===== src/rtl/ctrl_step_pkg.sv =====
// Shared types and constants for the ALU step sequencer.
// State encoding, default opcodes and ir field-offset helpers.
package ctrl_step_pkg;

  typedef enum logic [3:0] {
    S_IDLE,
    S_T0,
    S_T1,
    S_T2,
    S_T3,
    S_T4,
    S_T5,
    S_T6,
    S_DONE,
    S_ERR
  } state_e;

  localparam logic [4:0] OP_ADD       = 5'b00011;
  localparam logic [4:0] DEF_OP_MUL   = 5'b01111;
  localparam logic [4:0] DEF_OP_DIV   = 5'b10000;
  localparam logic [4:0] DEF_OP_LIMIT = 5'b10001;

  // Select width; a single register still needs one bit.
  function automatic int rsel_w(int n);
    return (n > 1) ? $clog2(n) : 1;
  endfunction

  // MSB positions of the ra/rb/rc fields below the opcode.
  function automatic int ra_msb(int dw, int ow);
    return dw - ow - 1;
  endfunction

  function automatic int rb_msb(int dw, int ow, int rw);
    return dw - ow - 1 - rw;
  endfunction

  function automatic int rc_msb(int dw, int ow, int rw);
    return dw - ow - 1 - 2 * rw;
  endfunction

endpackage


===== src/rtl/reg_sel_decoder.sv =====
// Binary register select to one-hot enable vector.
// Selects beyond NUM_REGS-1 decode to all zeros.
module reg_sel_decoder #(
  parameter int NUM_REGS = 16,
  parameter int RSEL_W   = 4
) (
  input  logic                en,
  input  logic [RSEL_W-1:0]   sel,
  output logic [NUM_REGS-1:0] onehot
);

  // One-hot decode gated by enable
  always_comb begin
    onehot = '0;
    for (int i = 0; i < NUM_REGS; i++) begin
      if (en && (int'(sel) == i)) begin
        onehot[i] = 1'b1;
      end
    end
  end

endmodule


===== src/rtl/alu_step_sequencer.sv =====
// Hardwired fetch/execute step generator for reg-reg ALU ops.
// Adds memory wait/timeout, HI/LO writeback and start/done.
module alu_step_sequencer
  import ctrl_step_pkg::*;
#(
  parameter int              DATA_W   = 32,
  parameter int              NUM_REGS = 16,
  parameter int              OP_W     = 5,
  parameter logic [OP_W-1:0] OP_MUL   = OP_W'(DEF_OP_MUL),
  parameter logic [OP_W-1:0] OP_DIV   = OP_W'(DEF_OP_DIV),
  parameter logic [OP_W-1:0] OP_LIMIT = OP_W'(DEF_OP_LIMIT),
  parameter int              MAX_WAIT = 15
) (
  input  logic                Clock,
  input  logic                Clear,
  input  logic                start,
  input  logic                mem_ready,
  input  logic [DATA_W-1:0]   ir,
  output logic                PCout,
  output logic                IncPC,
  output logic                MARin,
  output logic                PCin,
  output logic                Read,
  output logic                MDRin,
  output logic                MDRout,
  output logic                IRin,
  output logic                Yin,
  output logic                ZLowIn,
  output logic                ZHighIn,
  output logic                Zlowout,
  output logic                ZHighout,
  output logic                LOin,
  output logic                HIin,
  output logic [NUM_REGS-1:0] reg_out,
  output logic [NUM_REGS-1:0] reg_in,
  output logic [OP_W-1:0]     alu_op,
  output logic                busy,
  output logic                done,
  output logic                err
);

  localparam int RSEL_W = rsel_w(NUM_REGS);
  localparam int WCNT_W = rsel_w(MAX_WAIT + 1);
  localparam int OP_MSB = DATA_W - 1;
  localparam int RA_MSB = ra_msb(DATA_W, OP_W);
  localparam int RB_MSB = rb_msb(DATA_W, OP_W, RSEL_W);
  localparam int RC_MSB = rc_msb(DATA_W, OP_W, RSEL_W);

  localparam logic [WCNT_W-1:0] WCNT_MAX =
    WCNT_W'(MAX_WAIT);

  state_e              state_q;
  state_e              state_d;
  logic [WCNT_W-1:0]   wcnt_q;
  logic [WCNT_W-1:0]   wcnt_d;
  logic [OP_W-1:0]     op_q;
  logic [RSEL_W-1:0]   ra_q;
  logic [RSEL_W-1:0]   rb_q;
  logic [RSEL_W-1:0]   rc_q;

  logic                md;
  logic                illegal;
  logic                ro_en;
  logic                ri_en;
  logic [RSEL_W-1:0]   ro_sel;

  assign md      = (op_q == OP_MUL) || (op_q == OP_DIV);
  assign illegal = (op_q >= OP_LIMIT);

  // Next-state and wait-counter logic
  always_comb begin
    state_d = state_q;
    wcnt_d  = wcnt_q;
    unique case (state_q)
      S_IDLE: if (start) state_d = S_T0;
      S_T0: begin
        state_d = S_T1;
        wcnt_d  = '0;
      end
      S_T1: begin
        if (wcnt_q != WCNT_MAX) begin
          wcnt_d = wcnt_q + 1'b1;
        end
        if (mem_ready) begin
          state_d = S_T2;
        end else if (wcnt_d == WCNT_MAX) begin
          state_d = S_ERR;
        end
      end
      S_T2:   state_d = S_T3;
      S_T3:   state_d = illegal ? S_ERR : S_T4;
      S_T4:   state_d = S_T5;
      S_T5:   state_d = md ? S_T6 : S_DONE;
      S_T6:   state_d = S_DONE;
      S_DONE: state_d = S_IDLE;
      S_ERR:  state_d = S_IDLE;
      default: state_d = S_IDLE;
    endcase
  end

  // State, wait counter, and ir field capture on T3 entry
  always_ff @(posedge Clock or negedge Clear) begin
    if (!Clear) begin
      state_q <= S_IDLE;
      wcnt_q  <= '0;
      op_q    <= '0;
      ra_q    <= '0;
      rb_q    <= '0;
      rc_q    <= '0;
    end else begin
      state_q <= state_d;
      wcnt_q  <= wcnt_d;
      if (state_q == S_T2) begin
        op_q <= ir[OP_MSB -: OP_W];
        ra_q <= ir[RA_MSB -: RSEL_W];
        rb_q <= ir[RB_MSB -: RSEL_W];
        rc_q <= ir[RC_MSB -: RSEL_W];
      end
    end
  end

  // Moore strobe decode of the registered state
  always_comb begin
    PCout    = 1'b0;
    IncPC    = 1'b0;
    MARin    = 1'b0;
    PCin     = 1'b0;
    Read     = 1'b0;
    MDRin    = 1'b0;
    MDRout   = 1'b0;
    IRin     = 1'b0;
    Yin      = 1'b0;
    ZLowIn   = 1'b0;
    ZHighIn  = 1'b0;
    Zlowout  = 1'b0;
    ZHighout = 1'b0;
    LOin     = 1'b0;
    HIin     = 1'b0;
    alu_op   = '0;
    done     = 1'b0;
    err      = 1'b0;
    ro_en    = 1'b0;
    ri_en    = 1'b0;
    ro_sel   = rb_q;
    unique case (state_q)
      S_T0: begin
        PCout  = 1'b1;
        MARin  = 1'b1;
        IncPC  = 1'b1;
        ZLowIn = 1'b1;
      end
      S_T1: begin
        Read  = 1'b1;
        MDRin = 1'b1;
        if (wcnt_q == '0) begin
          Zlowout = 1'b1;
          PCin    = 1'b1;
        end
      end
      S_T2: begin
        MDRout = 1'b1;
        IRin   = 1'b1;
      end
      S_T3: begin
        Yin    = 1'b1;
        ro_en  = 1'b1;
        ro_sel = rb_q;
      end
      S_T4: begin
        ZLowIn  = 1'b1;
        ZHighIn = md;
        alu_op  = op_q;
        ro_en   = 1'b1;
        ro_sel  = rc_q;
      end
      S_T5: begin
        Zlowout = 1'b1;
        LOin    = md;
        ri_en   = !md;
      end
      S_T6: begin
        ZHighout = 1'b1;
        HIin     = 1'b1;
      end
      S_DONE: done = 1'b1;
      S_ERR:  err  = 1'b1;
      default: ;
    endcase
  end

  assign busy = (state_q != S_IDLE);

  reg_sel_decoder #(
    .NUM_REGS (NUM_REGS),
    .RSEL_W   (RSEL_W)
  ) u_dec_out (
    .en     (ro_en),
    .sel    (ro_sel),
    .onehot (reg_out)
  );

  reg_sel_decoder #(
    .NUM_REGS (NUM_REGS),
    .RSEL_W   (RSEL_W)
  ) u_dec_in (
    .en     (ri_en),
    .sel    (ra_q),
    .onehot (reg_in)
  );

endmodule

===== config.mk =====
export PLATFORM = sky130hd
export DESIGN_NAME = alu_step_sequencer
export DESIGN_NICKNAME = d
export VERILOG_FILES = /design/src/rtl/ctrl_step_pkg.sv /design/src/rtl/reg_sel_decoder.sv /design/src/rtl/alu_step_sequencer.sv
export SDC_FILE = /design/constraint.sdc
export NUM_CORES = 1
export LEC_CHECK = 0
export ABC_AREA = 1
export CAP_MARGIN = 25
export CORE_MARGIN = 2
export CORE_UTILIZATION = 42
export CTS_CLUSTER_DIAMETER = 60
export DETAILED_ROUTE_END_ITERATION = 10
export GPL_TIMING_DRIVEN = 1
export PLACE_DENSITY = 0.85
export SYNTH_ARGS = -nofsm -noshare
export SYNTH_HDL_FRONTEND = slang
export SYNTH_HIERARCHICAL = 1
export SYNTH_SLANG_ARGS = --single-unit

===== constraint.sdc =====
create_clock -name Clock -period 5.3 [get_ports Clock]
set_clock_uncertainty 0.15 [all_clocks]
set_input_delay 1.06 -clock Clock [delete_from_list [all_inputs] [get_ports Clock]]
set_output_delay 1.06 -clock Clock [all_outputs]
set_load 0.03 [all_outputs]

Word level (Yosys, flattened, before mapping)
Index checks and enable logic that the tools add are counted.

Register bits after elaboration: 25. Input bits: 36.

Reductions and logical operators: 43. Multiplexer cells: 58. Magnitude comparators: 1. Equal/unequal tests: 45. $add $sub $neg: 1.

Operators by type and width (count): $eq A4 B4 Y1 const B (19); $eq A4 B3 Y1 const B (12); $mux W1 (46); $logic_and A1 B1 Y1 (32); $mux W4 (8); $pmux W4 S8 (1); $eq A4 B2 Y1 const B (6); $logic_not A4 Y1 (4); $eq A4 B1 Y1 const B (3); $pmux W4 S2 (1); $eq A5 B4 Y1 const B (1); $eq A5 B5 Y1 const B (1); $ge A5 B5 Y1 const B (1); $mux W5 (1); $add A4 B1 Y4 const B (1); $ne A4 B4 Y1 const B (1); $reduce_bool A4 Y1 (1); $reduce_or A2 Y1 (2); $ne A3 B3 Y1 const B (1); $ne A2 B2 Y1 const B (1); $pmux W1 S2 (1); $reduce_and A2 Y1 (1); $reduce_bool A2 Y1 (1); $logic_not A1 Y1 (1); $logic_or A1 B1 Y1 (1).

Longest topological paths before layout
Gate-level depths: netlist of run 1.

Depth after elaboration: 7. Gate-level depth with buffers: 10. Depth with buffers taken out: 10.

Cells and area by module
Netlist of run 1, hierarchy kept.

By module, submodules not included: alu_step_sequencer (instances 1, area each 1420.1 um^2, sequential area each 625.6 um^2, cells each 193); reg_sel_decoder (instances 2, area each 140.1 um^2, sequential area each 0.0 um^2, cells each 33).

Least setup slack after synthesis of run 1
No wires, ideal clock.

Path type: reg-to-output. Start: register state_q[3]. End: output reg_out[0]. Arrival time: 1.766 ns. Stages on the path, launching flop included: 10. Buffers on the path: 1. Path slack: 2.324 ns. Cell sequence: dfrtp_1 inv_1 nand2_1 inv_2 nand2_2 buf_6 mux2_4 nor2_1 nand2_1 nor2_1.

Word-level cells in the longest chain between the ends: 5. Elaborated cells on any way between the ends: 8. Classes of those cells: eq/ne (2); mux (3); reduce/logical (3).

RTL lines: start: declaration (RTL line alu_step_sequencer.sv:52) `state_e state_q;`; start signal: assignment (RTL line alu_step_sequencer.sv:111) `state_q <= state_d;`; $eq A4 B3 Y1 (RTL line alu_step_sequencer.sv:145) `unique case (state_q)`; $mux W4 (RTL line alu_step_sequencer.sv:145); via ro_sel[1] (RTL line alu_step_sequencer.sv:65) `logic [RSEL_W-1:0] ro_sel;`; $logic_not A4 Y1 (RTL line reg_sel_decoder.sv:16) `if (en && (int'(sel) == i)) begin`; $logic_and A1 B1 Y1 (RTL line reg_sel_decoder.sv:16); $mux W1 (RTL line reg_sel_decoder.sv:16); end: declaration (RTL line alu_step_sequencer.sv:34) `output logic [NUM_REGS-1:0] reg_out,`.

The timed path passes the listed nets, and every way through them passes these cells.

Worst setup path after layout of run 1
Start: register state_q[3]. End: output reg_in[12].

Word-level cells in the longest chain between the ends: 4.

RTL lines: $eq A4 B3 Y1 (RTL line alu_step_sequencer.sv:145); $mux W1 (RTL line alu_step_sequencer.sv:145); via ri_en (RTL line alu_step_sequencer.sv:64) `logic ri_en;`; $logic_and A1 B1 Y1 (RTL line reg_sel_decoder.sv:16); $mux W1 (RTL line reg_sel_decoder.sv:16); end: declaration (RTL line alu_step_sequencer.sv:35) `output logic [NUM_REGS-1:0] reg_in,`.

The timed path passes the listed nets, and every way through them passes these cells.

==> results of run 1 <==
layer usage:
layer,routed length (um),track usage,up-vias
li1,-,-,932
met1,1758,0.2395,833
met2,2148,0.3529,59
met3,210,0.03333,4
met4,34,0.04592,0
met5,0,0,-
cell type report:
| type | count | area share |
|---|---|---|
| multi-input cells | 186 | 0.3423 |
| clock buffers | 3 | 0.01649 |
| repair buffers | 77 | 0.3088 |
| inverters | 37 | 0.05547 |
| flip-flops and latches | 25 | 0.2499 |
| well taps | 50 | 0.02499 |
| clock inverters | 1 | 0.001999 |
Yosys cell counts:
cell	instances
nor3_2	1
nor3_1	2
o21ai_0	4
nor2_2	3
buf_4	7
ha_1	2
inv_1	32
dfrtp_1	25
nor2_1	57
nand2_1	77
nand3_1	16
a21oi_1	2
buf_2	3
nor2_4	1
mux2_1	2
or2_0	1
nand2_2	1
nand3_2	4
inv_2	5
nand4_1	3
o22ai_1	4
o21ai_1	4
buf_6	1
mux2_4	2
placed cells by master (no fill, tap or decap), types with 4 or more instances in the layout:
cell type and instances:
nand2_1 77, clkdlybuf4s50_1 75, nor2_1 57, inv_1 32
dfrtp_1 25, nand3_1 16, inv_2 5, o21ai_0 4
o22ai_1 4, o21ai_1 4, nand3_2 4
sequential cells by signal (all words and copies together), names as in the netlist:
signal and cells:
rc_q 4, ra_q 4, state_q 4, op_q 5, wcnt_q 4, rb_q 4
through the flow:
stage / instances / instance area (um2) / hold slack [ns] / util
after floorplan: 259 / 1700 / 0.2848 / -
after global placement: 374 / 2442 / 0.2989 / 0.6195
after detailed placement: 375 / 2457 / 0.3067 / 0.6233
after CTS: 379 / 2504 / 0.3282 / 0.6350
after global routing: 379 / 2504 / 0.3451 / 0.6350
final: 379 / 2504 / 0.3229 / 0.6350
how the worst max path moves through the flow:
stage,from,endpoint,slack (ns),cells past startpoint
global placement,state_q[3],reg_in[10],1.73,8
CTS,state_q[3],reg_out[4],1.39,9
finish,state_q[3],reg_in[12],1.37,8
floorplan,state_q[3],reg_out[0],2.32,9
global route,state_q[3],reg_in[5],1.11,8
detailed placement,state_q[3],reg_out[4],1.68,9
power by group:
part	switching (mW)	internal (mW)	leakage (nW)
Combinational	0.464	0.259	0.849
Sequential	0.0845	0.280	0.313
Clock	0.0585	0.0525	0.0255
kinds of logic after synthesis:
| kind of cell | Yosys count |
|---|---|
| adder cells (fa/ha/maj) | 2 |
| flip-flops | 25 |
| multiplexers | 4 |
| AND/OR/NAND/NOR | 166 |
| buffers and inverters | 48 |
| AO/OA/AOI/OAI | 14 |
worst max-delay path, delay by kind of cell (launching register included):
kind | cells | cell delay (ns)
flip-flops | 1 | 0.41
AO/OA/AOI/OAI | 1 | 0.50
AND/OR/NAND/NOR | 4 | 0.68
buffers and inverters | 3 | 0.86
==> summary.md, run 1 <==
| Metric | Value |
|---|---|
| Status | `finished clean` |
| Iter 0 DRT Violations | `slightly below 70` |
| CTS tree | `yes` |
| Largest net degree at the start of global routing | `27` |
| WHS Endpoint | `rc_q[0]` |
| Largest family of logic cells by synthesized area | `simple AND/OR/NAND/NOR gates` |
| Vias in the first global route | `around 1600` |
| Unique masters post-synth | `24` |
| I/O pins | `a little over 90` |
| Routed WL | `between 4 and 5 mm` |
| Routed vias/inst | `~4.8` |
| Post-CTS Resized | `0` |
| Crit-path cells | `inv_1 -> nand2_1 -> nor3_2 -> inv_1 -> a21oi_1 -> nand3_2 -> nor2_1 -> clkdlybuf4s50_1` |
| Crit path launch type | `register` |
| Kind of critical path | `reg2out` |
| Total power | `between 1 and 1.5 mW` |
| Hold path cells | `2` |
| Mux contribution to synthesized area | `0.03091` |
| CTS Hold Buffers Added | `0` |
| R2R cell count | `7` |
| CP most frequent cell | `inv_1` |
| Fill cell count | `between 300 and 400` |
| Layout cell share with drive strength beyond 1 | `0.06991` |
| CP max stage delay | `between 0.6 and 0.7 ns` |
| Post-CTS setup buffer count | `0` |
| Synth Area in XOR/XNOR | `0` |
| Synth Instances | `roughly 260` |
| Compound-cell area share of the yosys netlist | `0.04415` |
| Yosys warnings | `6` |
| Die area | `about 4600 um2` |
| CP endpoint kind | `output pin` |
| Post-synthesis register bit count | `25` |
| Hold crit path type | `reg2reg` |
| Static Leak | `1.187 nW` |
| Simple-gate share of the synthesized area | `0.4143` |
| FP Rows | `23` |
| FF+latch area | `roughly 630 um2` |
| Bufs on Longest Clock Path | `2` |
| Initial Util | `0.4313` |
| GP Congestion | `between 0.8 and 0.9` |
| DR vias | `roughly 1800` |
| Worst R2R Start | `state_q[3]` |
| Final WS setup | `about 1.4 ns` |
| Clock sink total | `25` |
| HPWL Detailed | `between 3 and 4 mm` |
| GR Overflow Total | `0` |
| Area leader, netlist | `dfrtp_1` |
| Slew @ Worst Pin | `about 0.62 ns` |
| Post-layout nets | `368` |
| Clock Latency Late Sink | `~0.26 ns` |
| Clk pin slew, worst setup/hold paths | `roughly 0.090 ns` |
| VDD IR max | `roughly 250 uV` |
| Avg Cell Area, Syn | `6.565 um2` |
| Largest cells by area after synthesis | `dfrtp_1 (37%), nand2_1 (17%), nor2_1 (13%)` |
| Final setup TNS | `0 ns` |
| RSZ-0062 raised after global routing | `false` |
| WL/cell | `roughly 11 um` |
| Worst-path fanout max | `7` |
| Syn Nets | `297` |
| Core footprint | `slightly below 4000 um2` |
| Final period util | `0.7407` |
| Number of H-tree levels | `1` |
| Multi-input logic area | `roughly 860 um2` |
| Fmax | `254.7 MHz` |
| GRT Util Overall | `0.1951` |
| Synth top area share | `0.3679` |
| DRT antenna net count | `0` |
| Port buffer count | `75` |
| Clk root buf | `clkbuf_8` |
| Flop-to-flop setup slack | `between 3 and 4 ns` |
| Area growth from synthesis to layout | `47.24%` |
| Power per cell area | `478.8 nW/um2` |
| First-pass GRT wire length | `roughly 7.0 mm` |
| HP Start | `rc_q[0]` |
| Crit path max-delay cell type | `clkdlybuf4s50_1` |
| Relative slew margins | `0.5839` |
| Max Cap Viol | `0` |
| WP data arrival | `roughly 2.7 ns` |
| Antenna violations before repair | `0` |
| Endpoints failing hold | `0` |
| Reg2reg end | `state_q[3]` |
| Register area share after synthesis | `0.3679` |
| Max Slew Vio Count | `0` |
| Post-Synth Adder-Cell Area | `0.01472` |
| CTS buffer count | `3` |
| DRC | `0` |
| ANT cells | `0` |
| Drt pass-1 iters | `4` |
| Die Y | `approximately 68 um` |
| Syn Std Cell Area | `1700 um2` |
| Min Clock Period, post-route | `slightly below 4 ns` |
| Pre-CTS WS | `1.682 ns` |
| Critical Path RT | `just over 4 ns` |
| Setup violations, final | `0` |
| Die X | `just under 70 um` |
(Power assumes the default switching activity.)
==> run 2: changes to the inputs <==
--- a/config.mk
+++ b/config.mk
@@ -8,11 +8,11 @@
 export ABC_AREA = 1
 export CAP_MARGIN = 25
 export CORE_MARGIN = 2
-export CORE_UTILIZATION = 42
+export CORE_UTILIZATION = 39
 export CTS_CLUSTER_DIAMETER = 60
 export DETAILED_ROUTE_END_ITERATION = 10
 export GPL_TIMING_DRIVEN = 1
-export PLACE_DENSITY = 0.85
+export PLACE_DENSITY = 0.8
 export SYNTH_ARGS = -nofsm -noshare
 export SYNTH_HDL_FRONTEND = slang
 export SYNTH_HIERARCHICAL = 1
==> constraint.sdc (replaced) <==
create_clock -name Clock -period 3.9 [get_ports Clock]
set_clock_uncertainty 0.15 [all_clocks]
set_input_delay 0.78 -clock Clock [delete_from_list [all_inputs] [get_ports Clock]]
set_output_delay 0.78 -clock Clock [all_outputs]
set_load 0.03 [all_outputs]
==> summary.md, run 2 (synthesis results as in run 1) <==
| Metric | Value |
|---|---|
| Status | `finished clean` |
| Min Clock Period, post-route | `around 3.6 ns` |
| CP max stage delay | `between 0.6 and 0.7 ns` |
| Routed WL | `approximately 4 mm` |
| Crit path launch type | `register` |
| Fmax | `275.7 MHz` |
| R2R cell count | `7` |
| Hold crit path type | `reg2reg` |
| Port buffer count | `75` |
| Antenna violations before repair | `0` |
| Static Leak | `roughly 1.2 nW` |
| Hold path cells | `2` |
| Setup violations, final | `0` |
| Iter 0 DRT Violations | `just over 80` |
| Final WS setup | `0.2728 ns` |
| Slew @ Worst Pin | `0.6112 ns` |
| Initial Util | `0.3988` |
| Max Slew Vio Count | `0` |
| Clk root buf | `clkbuf_8` |
| WP data arrival | `~2.7 ns` |
| DR vias | `1808` |
| Drt pass-1 iters | `5` |
| Dpl cells | `around 380` |
| Post-CTS Resized | `0` |
| Worst-path fanout max | `7` |
| Layout cell share with drive strength beyond 1 | `0.06687` |
| Max FFs per register | `5` |
| GR Overflow Total | `0` |
| Clock sink total | `25` |
| Core footprint | `4264 um2` |
| Power per cell area | `about 650 nW/um2` |
| Die Y | `70.03 um` |
| CP endpoint kind | `output pin` |
| CP most frequent cell | `inv_1` |
| Critical Path RT | `~3 ns` |
| Max Cap Viol | `0` |
| FP Rows | `24` |
| Commonest non-fill, non-tap cell in the layout | `nand2_1` |
| Pre-CTS WS | `between 0.5 and 0.6 ns` |
| Die area | `4904 um2` |
| Die X | `about 70 um` |
| GP Congestion | `slightly below 0.9` |
| Bufs on Longest Clock Path | `2` |
| Post-layout nets | `368` |
| CTS Hold Buffers Added | `0` |
| WP depth | `8` |
| Crit path max-delay family | `buffers and inverters` |
| CTS buffer count | `3` |
| Final setup TNS | `0 ns` |
| HPWL Detailed | `around 3.3 mm` |
| ANT cells | `0` |
| Crit path max-delay cell type | `clkdlybuf4s50_1` |
| Clock Latency Late Sink | `0.26 ns` |
| Crit-path cells | `inv_1 -> nand2_1 -> nor3_2 -> inv_1 -> a21oi_1 -> nand3_2 -> nor2_1 -> clkdlybuf4s50_1` |
| Buffers & Inverters on Critical Path | `3` |
| I/O pins | `between 90 and 100` |
| Endpoints failing hold | `0` |
| RSZ-0062 raised after global routing | `false` |
| Relative slew margins | `0.5926` |
| Clk pin slew, worst setup/hold paths | `around 0.09 ns` |
| Final Cell Area | `about 2500 um2` |
| DP Area | `between 2000 and 2500 um2` |
| Most frequent cells in the layout | `nand2_1 (77), clkdlybuf4s50_1 (75), nor2_1 (57), inv_1 (32), dfrtp_1 (25)` |
| Routed vias/inst | `4.745` |
| Kind of critical path | `reg2out` |
| Final period util | `0.9301` |
| Total power | `1.619 mW` |
| DRC | `0` |
| Area growth from synthesis to layout | `46.87%` |
| Biggest register | `op_q` |
| VDD IR max | `roughly 310 uV` |
| Vias in the first global route | `1577` |
| GRT Util Overall | `0.1696` |
| Final std cells w/o fill | `~380` |
| Number of H-tree levels | `1` |
| Post-CTS setup buffer count | `0` |
| Largest net degree at the start of global routing | `27` |
| WL/cell | `~11 um` |
| DRT antenna net count | `0` |
| First-pass GRT wire length | `6.886 mm` |
| CTS tree | `yes` |
[run 2: changes by cell type in the layout (fill, tap and decap cells not counted), sizes merged]
cell / previous run / this run
clkbuf: 3 / 4
clkinv: 1 / 0
[run 2: tightest hold or removal path: cells and delay by family (launching register included)]
family	cells	cell delay, ns
flops	1	0.35
simple gates	2	0.10
[run 2: final timing paths]
path | start | end | slack, ns
worst max-delay path | state_q[3] | reg_in[11] | 0.27
worst min-delay path | rc_q[0] | rc_q[0] | 0.32
worst max register to register | state_q[3] | state_q[3] | 2.10
worst min register to register | rc_q[0] | rc_q[0] | 0.32
max in group asynchronous | Clear | ra_q[1] | 2.63
min in group asynchronous | Clear | wcnt_q[3] | 0.71
[run 2: power by group]
part	leakage (nW)	internal, mW	switching (mW)
clock network	0.0228	0.0728	0.0774
logic	0.846	0.352	0.622
registers	0.313	0.380	0.114
total	1.18	0.805	0.814
[run 2: layout make-up]
cell class / instances / area (um2)
inverter: 37 / 138.9
multi-input combinational: 186 / 857.1
clock buffer: 4 / 45.04
fill: 402 / 1767
tap: 52 / 65.06
sequential: 25 / 625.6
timing repair buffer: 77 / 765.7
[run 2: per-layer routing]
layer  wire, um  share of wire  GRT usage
met5          0              0          0
met4        116          0.029    0.07906
met3        202          0.050    0.01732
met2       1930           0.48     0.2847
met1       1809           0.45     0.2191
[run 2: metrics by stage]
step / util / hold WS (ns)
6_report: 0.5857 / 0.3241
5_1_grt: 0.5857 / 0.3560
4_1_cts: 0.5857 / 0.3275
3_5_place_dp: 0.5751 / 0.3066
3_3_place_gp: 0.5751 / 0.3017
2_1_floorplan: - / 0.2848
